`src/rtl/decode_pkg.sv`:
```
// Shared RV32I decode constants, ALU codes, execute class encodings and the decoded bundle.
// The optional RV32M decode is enabled by defining DECODE_STAGE_RV32M_EN.
package decode_pkg;

  localparam int unsigned XLEN   = 32;
  localparam int unsigned REG_W  = 5;
  localparam int unsigned CODE_W = 4;

  localparam logic [6:0] OPC_LUI    = 7'b0110111;
  localparam logic [6:0] OPC_AUIPC  = 7'b0010111;
  localparam logic [6:0] OPC_JAL    = 7'b1101111;
  localparam logic [6:0] OPC_JALR   = 7'b1100111;
  localparam logic [6:0] OPC_BRANCH = 7'b1100011;
  localparam logic [6:0] OPC_LOAD   = 7'b0000011;
  localparam logic [6:0] OPC_STORE  = 7'b0100011;
  localparam logic [6:0] OPC_OP_IMM = 7'b0010011;
  localparam logic [6:0] OPC_OP     = 7'b0110011;
  localparam logic [6:0] OPC_FENCE  = 7'b0001111;
  localparam logic [6:0] OPC_SYSTEM = 7'b1110011;

  localparam logic [2:0] F3_ADD    = 3'd0;
  localparam logic [2:0] F3_SLL    = 3'd1;
  localparam logic [2:0] F3_SLT    = 3'd2;
  localparam logic [2:0] F3_SLTU   = 3'd3;
  localparam logic [2:0] F3_XOR    = 3'd4;
  localparam logic [2:0] F3_SR     = 3'd5;
  localparam logic [2:0] F3_OR     = 3'd6;
  localparam logic [2:0] F3_AND    = 3'd7;
  localparam logic [2:0] F3_JALR   = 3'd0;
  localparam logic [2:0] F3_FENCE  = 3'd0;
  localparam logic [2:0] F3_FENCEI = 3'd1;

  localparam logic [6:0] F7_BASE   = 7'b0000000;
  localparam logic [6:0] F7_ALT    = 7'b0100000;
  localparam logic [6:0] F7_MULDIV = 7'b0000001;

  localparam logic [31:0] INSN_ECALL  = 32'h0000_0073;
  localparam logic [31:0] INSN_EBREAK = 32'h0010_0073;

  localparam logic [CODE_W-1:0] ALU_NONE  = 4'd0;
  localparam logic [CODE_W-1:0] ALU_ADD   = 4'd1;
  localparam logic [CODE_W-1:0] ALU_SUB   = 4'd2;
  localparam logic [CODE_W-1:0] ALU_SLL   = 4'd3;
  localparam logic [CODE_W-1:0] ALU_SLT   = 4'd4;
  localparam logic [CODE_W-1:0] ALU_SLTU  = 4'd5;
  localparam logic [CODE_W-1:0] ALU_XOR   = 4'd6;
  localparam logic [CODE_W-1:0] ALU_SRL   = 4'd7;
  localparam logic [CODE_W-1:0] ALU_SRA   = 4'd8;
  localparam logic [CODE_W-1:0] ALU_OR    = 4'd9;
  localparam logic [CODE_W-1:0] ALU_AND   = 4'd10;
  localparam logic [CODE_W-1:0] ALU_CMP   = 4'd11;
  localparam logic [CODE_W-1:0] ALU_PASSB = 4'd12;

  localparam logic [CODE_W-1:0] NONE_TYPE = 4'd0;
  localparam logic [CODE_W-1:0] AR_TYPE   = 4'd1;
  localparam logic [CODE_W-1:0] LD_TYPE   = 4'd2;
  localparam logic [CODE_W-1:0] ST_TYPE   = 4'd3;
  localparam logic [CODE_W-1:0] DB_TYPE   = 4'd4;
  localparam logic [CODE_W-1:0] J_TYPE    = 4'd5;
  localparam logic [CODE_W-1:0] SYS_TYPE  = 4'd6;
  localparam logic [CODE_W-1:0] M_TYPE    = 4'd7;

  localparam logic [CODE_W-1:0] AR_GENERAL = 4'd0;
  localparam logic [CODE_W-1:0] AR_LUI     = 4'd1;
  localparam logic [CODE_W-1:0] AR_AUIPC   = 4'd2;
  localparam logic [CODE_W-1:0] J_JAL      = 4'd0;
  localparam logic [CODE_W-1:0] J_JALR     = 4'd1;
  localparam logic [CODE_W-1:0] DB_BEQ     = 4'd0;
  localparam logic [CODE_W-1:0] DB_BNE     = 4'd1;
  localparam logic [CODE_W-1:0] DB_BLT     = 4'd4;
  localparam logic [CODE_W-1:0] DB_BGE     = 4'd5;
  localparam logic [CODE_W-1:0] DB_BLTU    = 4'd6;
  localparam logic [CODE_W-1:0] DB_BGEU    = 4'd7;
  localparam logic [CODE_W-1:0] SYS_FENCE  = 4'd0;
  localparam logic [CODE_W-1:0] SYS_ECALL  = 4'd1;
  localparam logic [CODE_W-1:0] SYS_EBREAK = 4'd2;

  typedef struct packed {
    logic [REG_W-1:0]  rs1;
    logic [REG_W-1:0]  rs2;
    logic [REG_W-1:0]  rd;
    logic [XLEN-1:0]   imm;
    logic              use_imm;
    logic [CODE_W-1:0] alu_code;
    logic [CODE_W-1:0] insn_type;
    logic [CODE_W-1:0] sub_type;
    logic              illegal;
  } bundle_t;

  // alt selects SUB/SRA (funct7 bit 5) for the arithmetic funct3 slots
  function automatic logic [CODE_W-1:0] alu_from_f3(input logic [2:0] f3, input logic alt);
    logic [CODE_W-1:0] code;
    case (f3)
      F3_ADD:  code = alt ? ALU_SUB : ALU_ADD;
      F3_SLL:  code = ALU_SLL;
      F3_SLT:  code = ALU_SLT;
      F3_SLTU: code = ALU_SLTU;
      F3_XOR:  code = ALU_XOR;
      F3_SR:   code = alt ? ALU_SRA : ALU_SRL;
      F3_OR:   code = ALU_OR;
      default: code = ALU_AND;
    endcase
    return code;
  endfunction

endpackage

```
`src/rtl/insn_decode.sv`:
```
// Combinational RV32I decoder producing one bundle per instruction.
// Defining DECODE_STAGE_RV32M_EN adds M-extension OP decode.
module insn_decode
  import decode_pkg::*;
(
  input  logic [31:0] insn_i,
  output bundle_t     bundle_c_o
);

  logic [6:0]      opc;
  logic [2:0]      f3;
  logic [6:0]      f7;
  logic [XLEN-1:0] imm_i, imm_s, imm_b, imm_u, imm_j, imm_sh;
  logic            ill;
  bundle_t         b;

  assign opc = insn_i[6:0];
  assign f3  = insn_i[14:12];
  assign f7  = insn_i[31:25];

  assign imm_i  = {{20{insn_i[31]}}, insn_i[31:20]};
  assign imm_s  = {{20{insn_i[31]}}, insn_i[31:25], insn_i[11:7]};
  assign imm_b  = {{19{insn_i[31]}}, insn_i[31], insn_i[7], insn_i[30:25], insn_i[11:8], 1'b0};
  assign imm_u  = {insn_i[31:12], 12'b0};
  assign imm_j  = {{11{insn_i[31]}}, insn_i[31], insn_i[19:12], insn_i[20], insn_i[30:21], 1'b0};
  assign imm_sh = {27'b0, insn_i[24:20]};

  always_comb begin
    ill        = 1'b0;
    b          = '0;
    b.rs1      = insn_i[19:15];
    b.rs2      = insn_i[24:20];
    b.rd       = insn_i[11:7];
    b.alu_code = ALU_NONE;
    b.insn_type = NONE_TYPE;
    b.sub_type = 4'd0;
    case (opc)
      OPC_LUI: begin
        b.insn_type = AR_TYPE; b.sub_type = AR_LUI; b.alu_code = ALU_PASSB;
        b.imm = imm_u; b.use_imm = 1'b1;
      end
      OPC_AUIPC: begin
        b.insn_type = AR_TYPE; b.sub_type = AR_AUIPC; b.alu_code = ALU_ADD;
        b.imm = imm_u; b.use_imm = 1'b1;
      end
      OPC_JAL: begin
        b.insn_type = J_TYPE; b.sub_type = J_JAL; b.alu_code = ALU_ADD; b.imm = imm_j;
      end
      OPC_JALR: begin
        ill = (f3 != F3_JALR);
        b.insn_type = J_TYPE; b.sub_type = J_JALR; b.alu_code = ALU_ADD;
        b.imm = imm_i; b.use_imm = 1'b1;
      end
      OPC_BRANCH: begin
        ill = (f3 == 3'd2) || (f3 == 3'd3);
        b.insn_type = DB_TYPE; b.sub_type = CODE_W'(f3); b.alu_code = ALU_CMP;
        b.imm = imm_b; b.rd = '0;
      end
      OPC_LOAD: begin
        ill = (f3 == 3'd3) || (f3 > 3'd5);
        b.insn_type = LD_TYPE; b.sub_type = CODE_W'(f3); b.alu_code = ALU_ADD;
        b.imm = imm_i; b.use_imm = 1'b1;
      end
      OPC_STORE: begin
        ill = (f3 > 3'd2);
        b.insn_type = ST_TYPE; b.sub_type = CODE_W'(f3); b.alu_code = ALU_ADD;
        b.imm = imm_s; b.use_imm = 1'b1; b.rd = '0;
      end
      OPC_OP_IMM: begin
        b.insn_type = AR_TYPE; b.sub_type = AR_GENERAL; b.use_imm = 1'b1;
        b.alu_code = alu_from_f3(f3, (f3 == F3_SR) && (f7 == F7_ALT));
        if (f3 == F3_SLL) begin
          ill = (f7 != F7_BASE); b.imm = imm_sh;
        end else if (f3 == F3_SR) begin
          ill = (f7 != F7_BASE) && (f7 != F7_ALT); b.imm = imm_sh;
        end else begin
          b.imm = imm_i;
        end
      end
      OPC_OP: begin
        b.insn_type = AR_TYPE; b.sub_type = AR_GENERAL;
        if (f7 == F7_BASE) begin
          b.alu_code = alu_from_f3(f3, 1'b0);
        end else if ((f7 == F7_ALT) && ((f3 == F3_ADD) || (f3 == F3_SR))) begin
          b.alu_code = alu_from_f3(f3, 1'b1);
`ifdef DECODE_STAGE_RV32M_EN
        end else if (f7 == F7_MULDIV) begin
          b.insn_type = M_TYPE; b.sub_type = CODE_W'(f3); b.alu_code = ALU_NONE;
`endif
        end else begin
          ill = 1'b1;
        end
      end
      OPC_FENCE: begin
        ill = (f3 != F3_FENCE) && (f3 != F3_FENCEI);
        b.insn_type = SYS_TYPE; b.sub_type = SYS_FENCE; b.rd = '0;
      end
      OPC_SYSTEM: begin
        // Only the exact ECALL/EBREAK encodings are supported; CSR ops trap as illegal
        ill = (insn_i != INSN_ECALL) && (insn_i != INSN_EBREAK);
        b.insn_type = SYS_TYPE; b.rd = '0;
        b.sub_type = (insn_i == INSN_EBREAK) ? SYS_EBREAK : SYS_ECALL;
      end
      default: ill = 1'b1;
    endcase
    if (ill) begin
      b.illegal   = 1'b1;
      b.rd        = '0;
      b.imm       = '0;
      b.use_imm   = 1'b0;
      b.alu_code  = ALU_NONE;
      b.insn_type = NONE_TYPE;
      b.sub_type  = 4'd0;
    end
    bundle_c_o = b;
  end

endmodule

```
`src/rtl/decode_stage.sv`:
```
// Decode pipeline stage: decodes the fetched instruction and buffers bundles in a small FIFO.
// Build option DECODE_STAGE_RV32M_EN enables M-extension decode in insn_decode.
module decode_stage
  import decode_pkg::*;
#(
  parameter int unsigned DEPTH = 2,
  parameter int unsigned PC_W  = 32
) (
  input  logic                         clk,
  input  logic                         rst_n,
  input  logic                         flush,
  input  logic                         in_valid,
  output logic                         in_ready,
  input  logic [31:0]                  in_insn,
  input  logic [PC_W-1:0]              in_pc,
  output logic                         out_valid,
  input  logic                         out_ready,
  output logic [PC_W-1:0]              out_pc,
  output logic [4:0]                   out_rs1,
  output logic [4:0]                   out_rs2,
  output logic [4:0]                   out_rd,
  output logic [31:0]                  out_imm,
  output logic                         out_use_imm,
  output logic [3:0]                   out_alu_code,
  output logic [3:0]                   out_insn_type,
  output logic [3:0]                   out_insn_sub_type,
  output logic                         out_illegal,
  output logic [$clog2(DEPTH+1)-1:0]   count
);

  localparam int unsigned PTR_W = $clog2(DEPTH);
  localparam int unsigned CNT_W = $clog2(DEPTH + 1);

  bundle_t          dec_bundle;
  bundle_t          head;
  bundle_t          bundle_mem_q [DEPTH];
  logic [PC_W-1:0]  pc_mem_q [DEPTH];
  logic [PTR_W-1:0] wr_ptr_q, wr_ptr_d, rd_ptr_q, rd_ptr_d;
  logic [CNT_W-1:0] count_q, count_d;
  logic             push, pop;

  insn_decode u_insn_decode (
    .insn_i     (in_insn),
    .bundle_c_o (dec_bundle)
  );

  // Ready depends only on occupancy so a full queue never accepts on a popping cycle
  assign in_ready  = (count_q < CNT_W'(DEPTH));
  assign out_valid = (count_q != '0);
  assign push      = in_valid && in_ready && !flush;
  assign pop       = out_valid && out_ready && !flush;

  always_comb begin
    wr_ptr_d = wr_ptr_q;
    rd_ptr_d = rd_ptr_q;
    count_d  = count_q;
    if (flush) begin
      wr_ptr_d = '0;
      rd_ptr_d = '0;
      count_d  = '0;
    end else begin
      if (push) wr_ptr_d = wr_ptr_q + PTR_W'(1);
      if (pop)  rd_ptr_d = rd_ptr_q + PTR_W'(1);
      case ({push, pop})
        2'b10:   count_d = count_q + CNT_W'(1);
        2'b01:   count_d = count_q - CNT_W'(1);
        default: count_d = count_q;
      endcase
    end
  end

  always_ff @(posedge clk or negedge rst_n) begin
    if (!rst_n) begin
      wr_ptr_q <= '0;
      rd_ptr_q <= '0;
      count_q  <= '0;
    end else begin
      wr_ptr_q <= wr_ptr_d;
      rd_ptr_q <= rd_ptr_d;
      count_q  <= count_d;
    end
  end

  // Payload storage needs no reset; validity is tracked by count_q
  always_ff @(posedge clk) begin
    if (push) begin
      bundle_mem_q[wr_ptr_q] <= dec_bundle;
      pc_mem_q[wr_ptr_q]     <= in_pc;
    end
  end

  assign head              = bundle_mem_q[rd_ptr_q];
  assign out_pc            = pc_mem_q[rd_ptr_q];
  assign out_rs1           = head.rs1;
  assign out_rs2           = head.rs2;
  assign out_rd            = head.rd;
  assign out_imm           = head.imm;
  assign out_use_imm       = head.use_imm;
  assign out_alu_code      = head.alu_code;
  assign out_insn_type     = head.insn_type;
  assign out_insn_sub_type = head.sub_type;
  assign out_illegal       = head.illegal;
  assign count             = count_q;

endmodule

```
`config.mk`:
```
export PLATFORM = sky130hd
export DESIGN_NAME = decode_stage
export DESIGN_NICKNAME = d
export VERILOG_FILES = /design/src/rtl/decode_pkg.sv /design/src/rtl/insn_decode.sv /design/src/rtl/decode_stage.sv
export SDC_FILE = /design/constraint.sdc
export NUM_CORES = 1
export LEC_CHECK = 0
export ABC_AREA = 1
export CAP_MARGIN = 20
export CORE_MARGIN = 10
export CORE_UTILIZATION = 40
export CTS_CLUSTER_SIZE = 10
export DETAILED_ROUTE_END_ITERATION = 8
export SYNTH_ARGS = -nofsm -noshare
export SYNTH_HDL_FRONTEND = slang
export SYNTH_HIERARCHICAL = 1
export SYNTH_SLANG_ARGS = --single-unit
```
`constraint.sdc`:
```
create_clock -name clk -period 12.8 [get_ports clk]
set_input_delay 2.56 -clock clk [delete_from_list [all_inputs] [get_ports clk]]
set_output_delay 2.56 -clock clk [all_outputs]
set_load 0.05 [all_outputs]
```
After elaboration in Yosys (flattened, before gate mapping)
Memories as Yosys holds them, arrays and structs flattened.
Cells that the tools add are included.

word-level totals
  flip-flop bits (word level) = 4
  memories = 2
  output and inout port bits = 97
  bits in writable memories = 186

memory list
  name          depth  width  read ports  clocked after Yosys merged registers in  write ports  RTL line            RTL
  bundle_mem_q  2      61     1           0                                        1            decode_stage.sv:36  bundle_t bundle_mem_q [DEPTH];
  pc_mem_q      2      32     1           0                                        1            decode_stage.sv:37  logic [PC_W-1:0] pc_mem_q [DEPTH];

cells by class
  equal/unequal tests = 25
  $lt $le $gt $ge = 3
  $add $sub $neg = 4
  reduce and logical (&&, ||, !) cells = 28
  muxes and demuxes = 29

operators with widths
  cell                  number
  $pmux 32 s6           1
  $pmux 4 s7            3
  $pmux 7 s10           1
  $mux 32               2
  $mux 51               1
  $eq 32x21->1 const B  1
  $ne 32x21->1 const B  1
  $ne 32x7->1 const B   1
  $eq 7x6->1 const B    4
  $eq 7x7->1 const B    4
  $pmux 4 s5            1
  $eq 7x5->1 const B    2
  $mux 4                3
  $mux 1                11
  $eq 3x3->1 const B    3
  $logic_and 1x1->1     9
  $pmux 1 s9            1
  $eq 7x2->1 const B    1
  $eq 7x4->1 const B    1
  $logic_not 7->1       1
  $ne 7x6->1 const B    1
  $reduce_bool 7->1     1
  $eq 3x2->1 const B    2
  $mux 2                3
  other kinds (22)      30

Logic depth before layout (Yosys ltp)
  word-level depth = 7
  gate-level depth with buffers = 13
  mapped depth without buffers = 11

By module
Netlist, hierarchy kept.

by module, submodules not included
  module        cells each  area an instance (sq um)  instances
  decode_stage  524         6,990.5                   1
  insn_decode   331         1,456.4                   1

Worst setup path before layout
No wires, ideal clock.

  path type = input-to-reg
  start point = in in_valid
  end point = mem bundle_mem_q[0][0] (netlist bit), enable pin
  library setup time = 545 ps
  required time = 12,255 ps
  cell stages on the path = 4
  setup slack = 5,634 ps
  data arrival time = 6,621 ps
  cell sequence = nand2_1 -> inv_1 -> nand2_1 -> nor2_1

between the ends
  cells in the longest elaborated chain, start to end = 4

ends and longest elaborated chain
  what                             RTL line            RTL
  start, declared                  decode_stage.sv:12  input logic in_valid,
  $logic_and 1x1->1 (2 in series)  decode_stage.sv:50  assign push = in_valid && in_ready && !flush;
  $mux 1                           decode_stage.sv:86  if (push) begin
  $mux 1 (not written as such)     decode_stage.sv:87  bundle_mem_q[wr_ptr_q] <= dec_bundle;
  end, declared                    decode_stage.sv:36

No other way between the ends.

Worst setup path in the final report
  start point = reg rd_ptr_q
  end point = out out_rd[2]

between the ends
  cells in the longest elaborated chain, start to end = 1

ends and longest elaborated chain
  what                    RTL line            RTL
  start, declared         decode_stage.sv:38  logic [PTR_W-1:0] wr_ptr_q, wr_ptr_d, rd_ptr_q, rd_ptr_d;
  start signal, assigned  decode_stage.sv:79  rd_ptr_q <= rd_ptr_d;
  $mem_v2 2x61            -
  end, declared           decode_stage.sv:21  output logic [4:0] out_rd,

No other way between the ends.

==> results.py <==
metrics = {
    "floorplan": {
        "die_height_um": 165,
        "start_util": 0.404,
        "io_pins": 166,
        "die_w_um": 165,
        "std_cell_rows": 53,
        "coreArea_sq_um": 20900,
        "die_area_sq_um": 27300,
    },
    "clock_network": {
        "clock_path_buffers": 2,
        "cts-root-buf": "clkbuf_16",
        "cts_sinks": 190,
        "postCtsHoldBufs": 0,
        "cts_buffers": 17,
        "cts_setup_buffers": 0,
        "post_cts_resized": 0,
        "clk_latency_ns": 0.42,
        "htreeDepth": 4,
        "clk_transition_reported_paths_ns": 0.07,
        "cts_tree": "built",
    },
    "placement": {
        "detailed_place_hpwl_um": 15100,
        "pre_cts_ws_ns": 7.22,
        "dp.cells": 1260,
        "gp_congestion": 0.894,
        "io_buffer_count": 165,
    },
    "synth": {
        "synthSimpleGateAreaFrac": 0.254,
        "synth.avg_cell_area_sq_um": 9.88,
        "synthMuxAreaShare": 0,
        "synth-adder-area-share": 0,
        "yosys.area_share.xor_xnor": 0,
        "yosysWarningCount": 6,
        "syn-cell-area_sq_um": 8450,
        "synthCells": 855,
        "seq_area_frac_synth": 0.673,
        "synth-compound-area-share": 0.0212,
        "synth_top_family_by_area": "simple AND/OR/NAND/NOR gates",
        "ys_types": 24,
        "ys_ff_latch": 190,
    },
    "sta": {
        "finalMaxSlewViolations": 0,
        "tightest_slew_ns": 0.936,
        "rsz0062_at_grt": "false",
        "setup_viol": 0,
        "finalHoldViolations": 0,
        "max-slew-margin-rel": 0.375,
        "setup_slack_ns": 6.87,
        "skew_ns": 0.00554,
        "max_freq_mhz": 169,
        "min_period_over_period": 0.464,
        "period_minus_slack_ns": 5.93,
        "setup-tns-final_ns": 0,
    },
    "setup_path": {
        "crit_chain": "clkinv_2 > buf_4 > nand2_1 > nand2_1 > clkdlybuf4s50_1",
        "cp_data_required_time_ns": 10.24,
        "crit_end": "out_rd[2]",
        "r2r_slack_ns": 9.94,
        "worstSetupStartpoint": "rd_ptr_q$_DFFE_PN0P_",
        "cp_common_cell": "nand2_1",
        "worstPathArrival_ns": 3.37,
        "r2r-end": "bundle_mem_q[0][2]$_DFFE_PP_",
        "path_class": "flop to primary output",
        "r2r-start": "count[1]$_DFFE_PN0P_",
        "startpoint_type": "flop",
        "crit_fanout": 49,
        "max_stage_delay_ns": 0.71,
        "cp-end-kind": "primary output",
        "reg2reg_depth": 6,
        "slowest_stage": "dfrtp_4",
    },
    "finish": {
        "stdcell_count": 1292,
        "num_antenna_cells": 0,
        "nNetsFinal": 1073,
        "layout_common_cells": "nand2_1 (367), edfxtp_1 (186), clkdlybuf4s50_1 (165)",
        "area.growth.synth_to_final_pct": 28.4,
        "layout-drive-gt1-share": 0.0698,
        "layout_commonest_cell": "nand2_1",
    },
    "power": {
        "p_per_area_nw_per_um2": 176,
        "vdd_drop_max_v": 0.0000894,
        "p_leak_uw": 0.00434,
    },
    "route": {
        "dr_total_vias": 6105,
        "wl_per_cell_um": 16.7,
        "vias_per_cell": 4.73,
        "first_pass_iters": 5,
        "wirelength_um": 21500,
        "drt_iter0_markers": 397,
        "post-route-drc-count": 0,
        "route.antenna.remaining_nets": 0,
    },
    "global_routing": {
        "grt_pass1_wl_um": 32800,
        "antenna_found_initial": 0,
        "grt_max_degree": 64,
        "track_usage": 0.156,
        "overflow": 0,
        "grt_pass1_vias": 5974,
    },
    "flow_run": {
        "cap_violations": 0,
    },
    "min_path": {
        "worst_hold_path_type": "flop to flop",
    },
    "outcome": {
        "status": "finished clean",
    },
}
## through the flow
step | total power, uW | util | hold slack, ns | area, sq um
after floorplan | 1190 | - | 0.480 | 8450
after global placement | 1420 | 0.492 | 0.574 | 10300
after detailed placement | 1420 | 0.492 | 0.561 | 10300
after CTS | 1940 | 0.519 | 0.596 | 10800
after global routing | 2000 | 0.519 | 0.659 | 10800
final | 1910 | 0.519 | 0.583 | 10800
## flip-flops by register name, summed over array words and instances, names as in the netlist
register and cells:
count 2, rd_ptr_q 1, wr_ptr_q 1, bundle_mem_q 122
pc_mem_q 64
## power by group
| group | internal, uW | total [uW] | switching, uW |
|---|---|---|---|
| combinational | 186 | 642 | 457 |
| clock | 275 | 515 | 240 |
| sequential | 733 | 757 | 23.8 |
## worst min-delay path by stage
| stage | end | start | cells after the start |
|---|---|---|---|
| 6_report | wr_ptr_q$_DFFE_PN0P_ | wr_ptr_q$_DFFE_PN0P_ | 1 |
| 5_1_grt | wr_ptr_q$_DFFE_PN0P_ | wr_ptr_q$_DFFE_PN0P_ | 1 |
| 4_1_cts | wr_ptr_q$_DFFE_PN0P_ | wr_ptr_q$_DFFE_PN0P_ | 1 |
| 3_5_place_dp | wr_ptr_q$_DFFE_PN0P_ | wr_ptr_q$_DFFE_PN0P_ | 1 |
| 3_3_place_gp | wr_ptr_q$_DFFE_PN0P_ | wr_ptr_q$_DFFE_PN0P_ | 1 |
| 2_1_floorplan | wr_ptr_q$_DFFE_PN0P_ | wr_ptr_q$_DFFE_PN0P_ | 1 |
## layer usage
layer  up-vias  part of all wire  track usage  wire length, um
met5         -                 0            0                0
met4         0             0.012       0.0423              268
met3        14             0.064       0.0412             1370
met2       170              0.47        0.251            10200
met1      2858              0.45        0.206             9700
li1       3063                 -            -                -
## synthesized netlist by cell type
library cell,number,area share
a21oi_4,1,0.0019
dfrtp_1,4,0.012
a21oi_2,1,0.0010
conb_1,1,0.00044
buf_4,13,0.012
buf_2,19,0.011
a22oi_1,5,0.0044
nand4_1,7,0.0052
o21ai_0,13,0.0077
clkbuf_1,8,0.0036
nand2_1,368,0.16
nor2_2,13,0.0096
nor3_1,5,0.0030
buf_6,2,0.0027
nand2_2,6,0.0044
o21ai_1,1,0.00059
inv_1,43,0.019
a31oi_1,1,0.00074
nor2_4,1,0.0013
edfxtp_1,186,0.66
nor2_1,115,0.051
nand3_1,26,0.015
inv_2,8,0.0036
a21oi_1,8,0.0047
## cell families (layout without fill, tap and decap cells)
| logic type | Yosys count | after routing |
|---|---|---|
| simple gates | 541 | 541 |
| flops | 190 | 190 |
| buf+inv | 93 | 254 |
| compound gates | 30 | 30 |
| other cells | 1 | 2 |
## critical path, delay by kind of cell, from the launching register on
kind | cells | cell delay [ns]
DFF | 1 | 0.71
buffers and inverters | 3 | 1.97
and+or+nand+nor | 2 | 0.19
## layout make-up
cell class | count | area [sq um]
fill | 1950 | 10000
sequential | 190 | 5690
multi-input combinational | 573 | 2350
timing repair buffer | 171 | 1700
clock buffer | 17 | 425
tap | 275 | 344
inverter | 51 | 193
clock inverter | 15 | 153
Power figures use the tool's default switching activity.
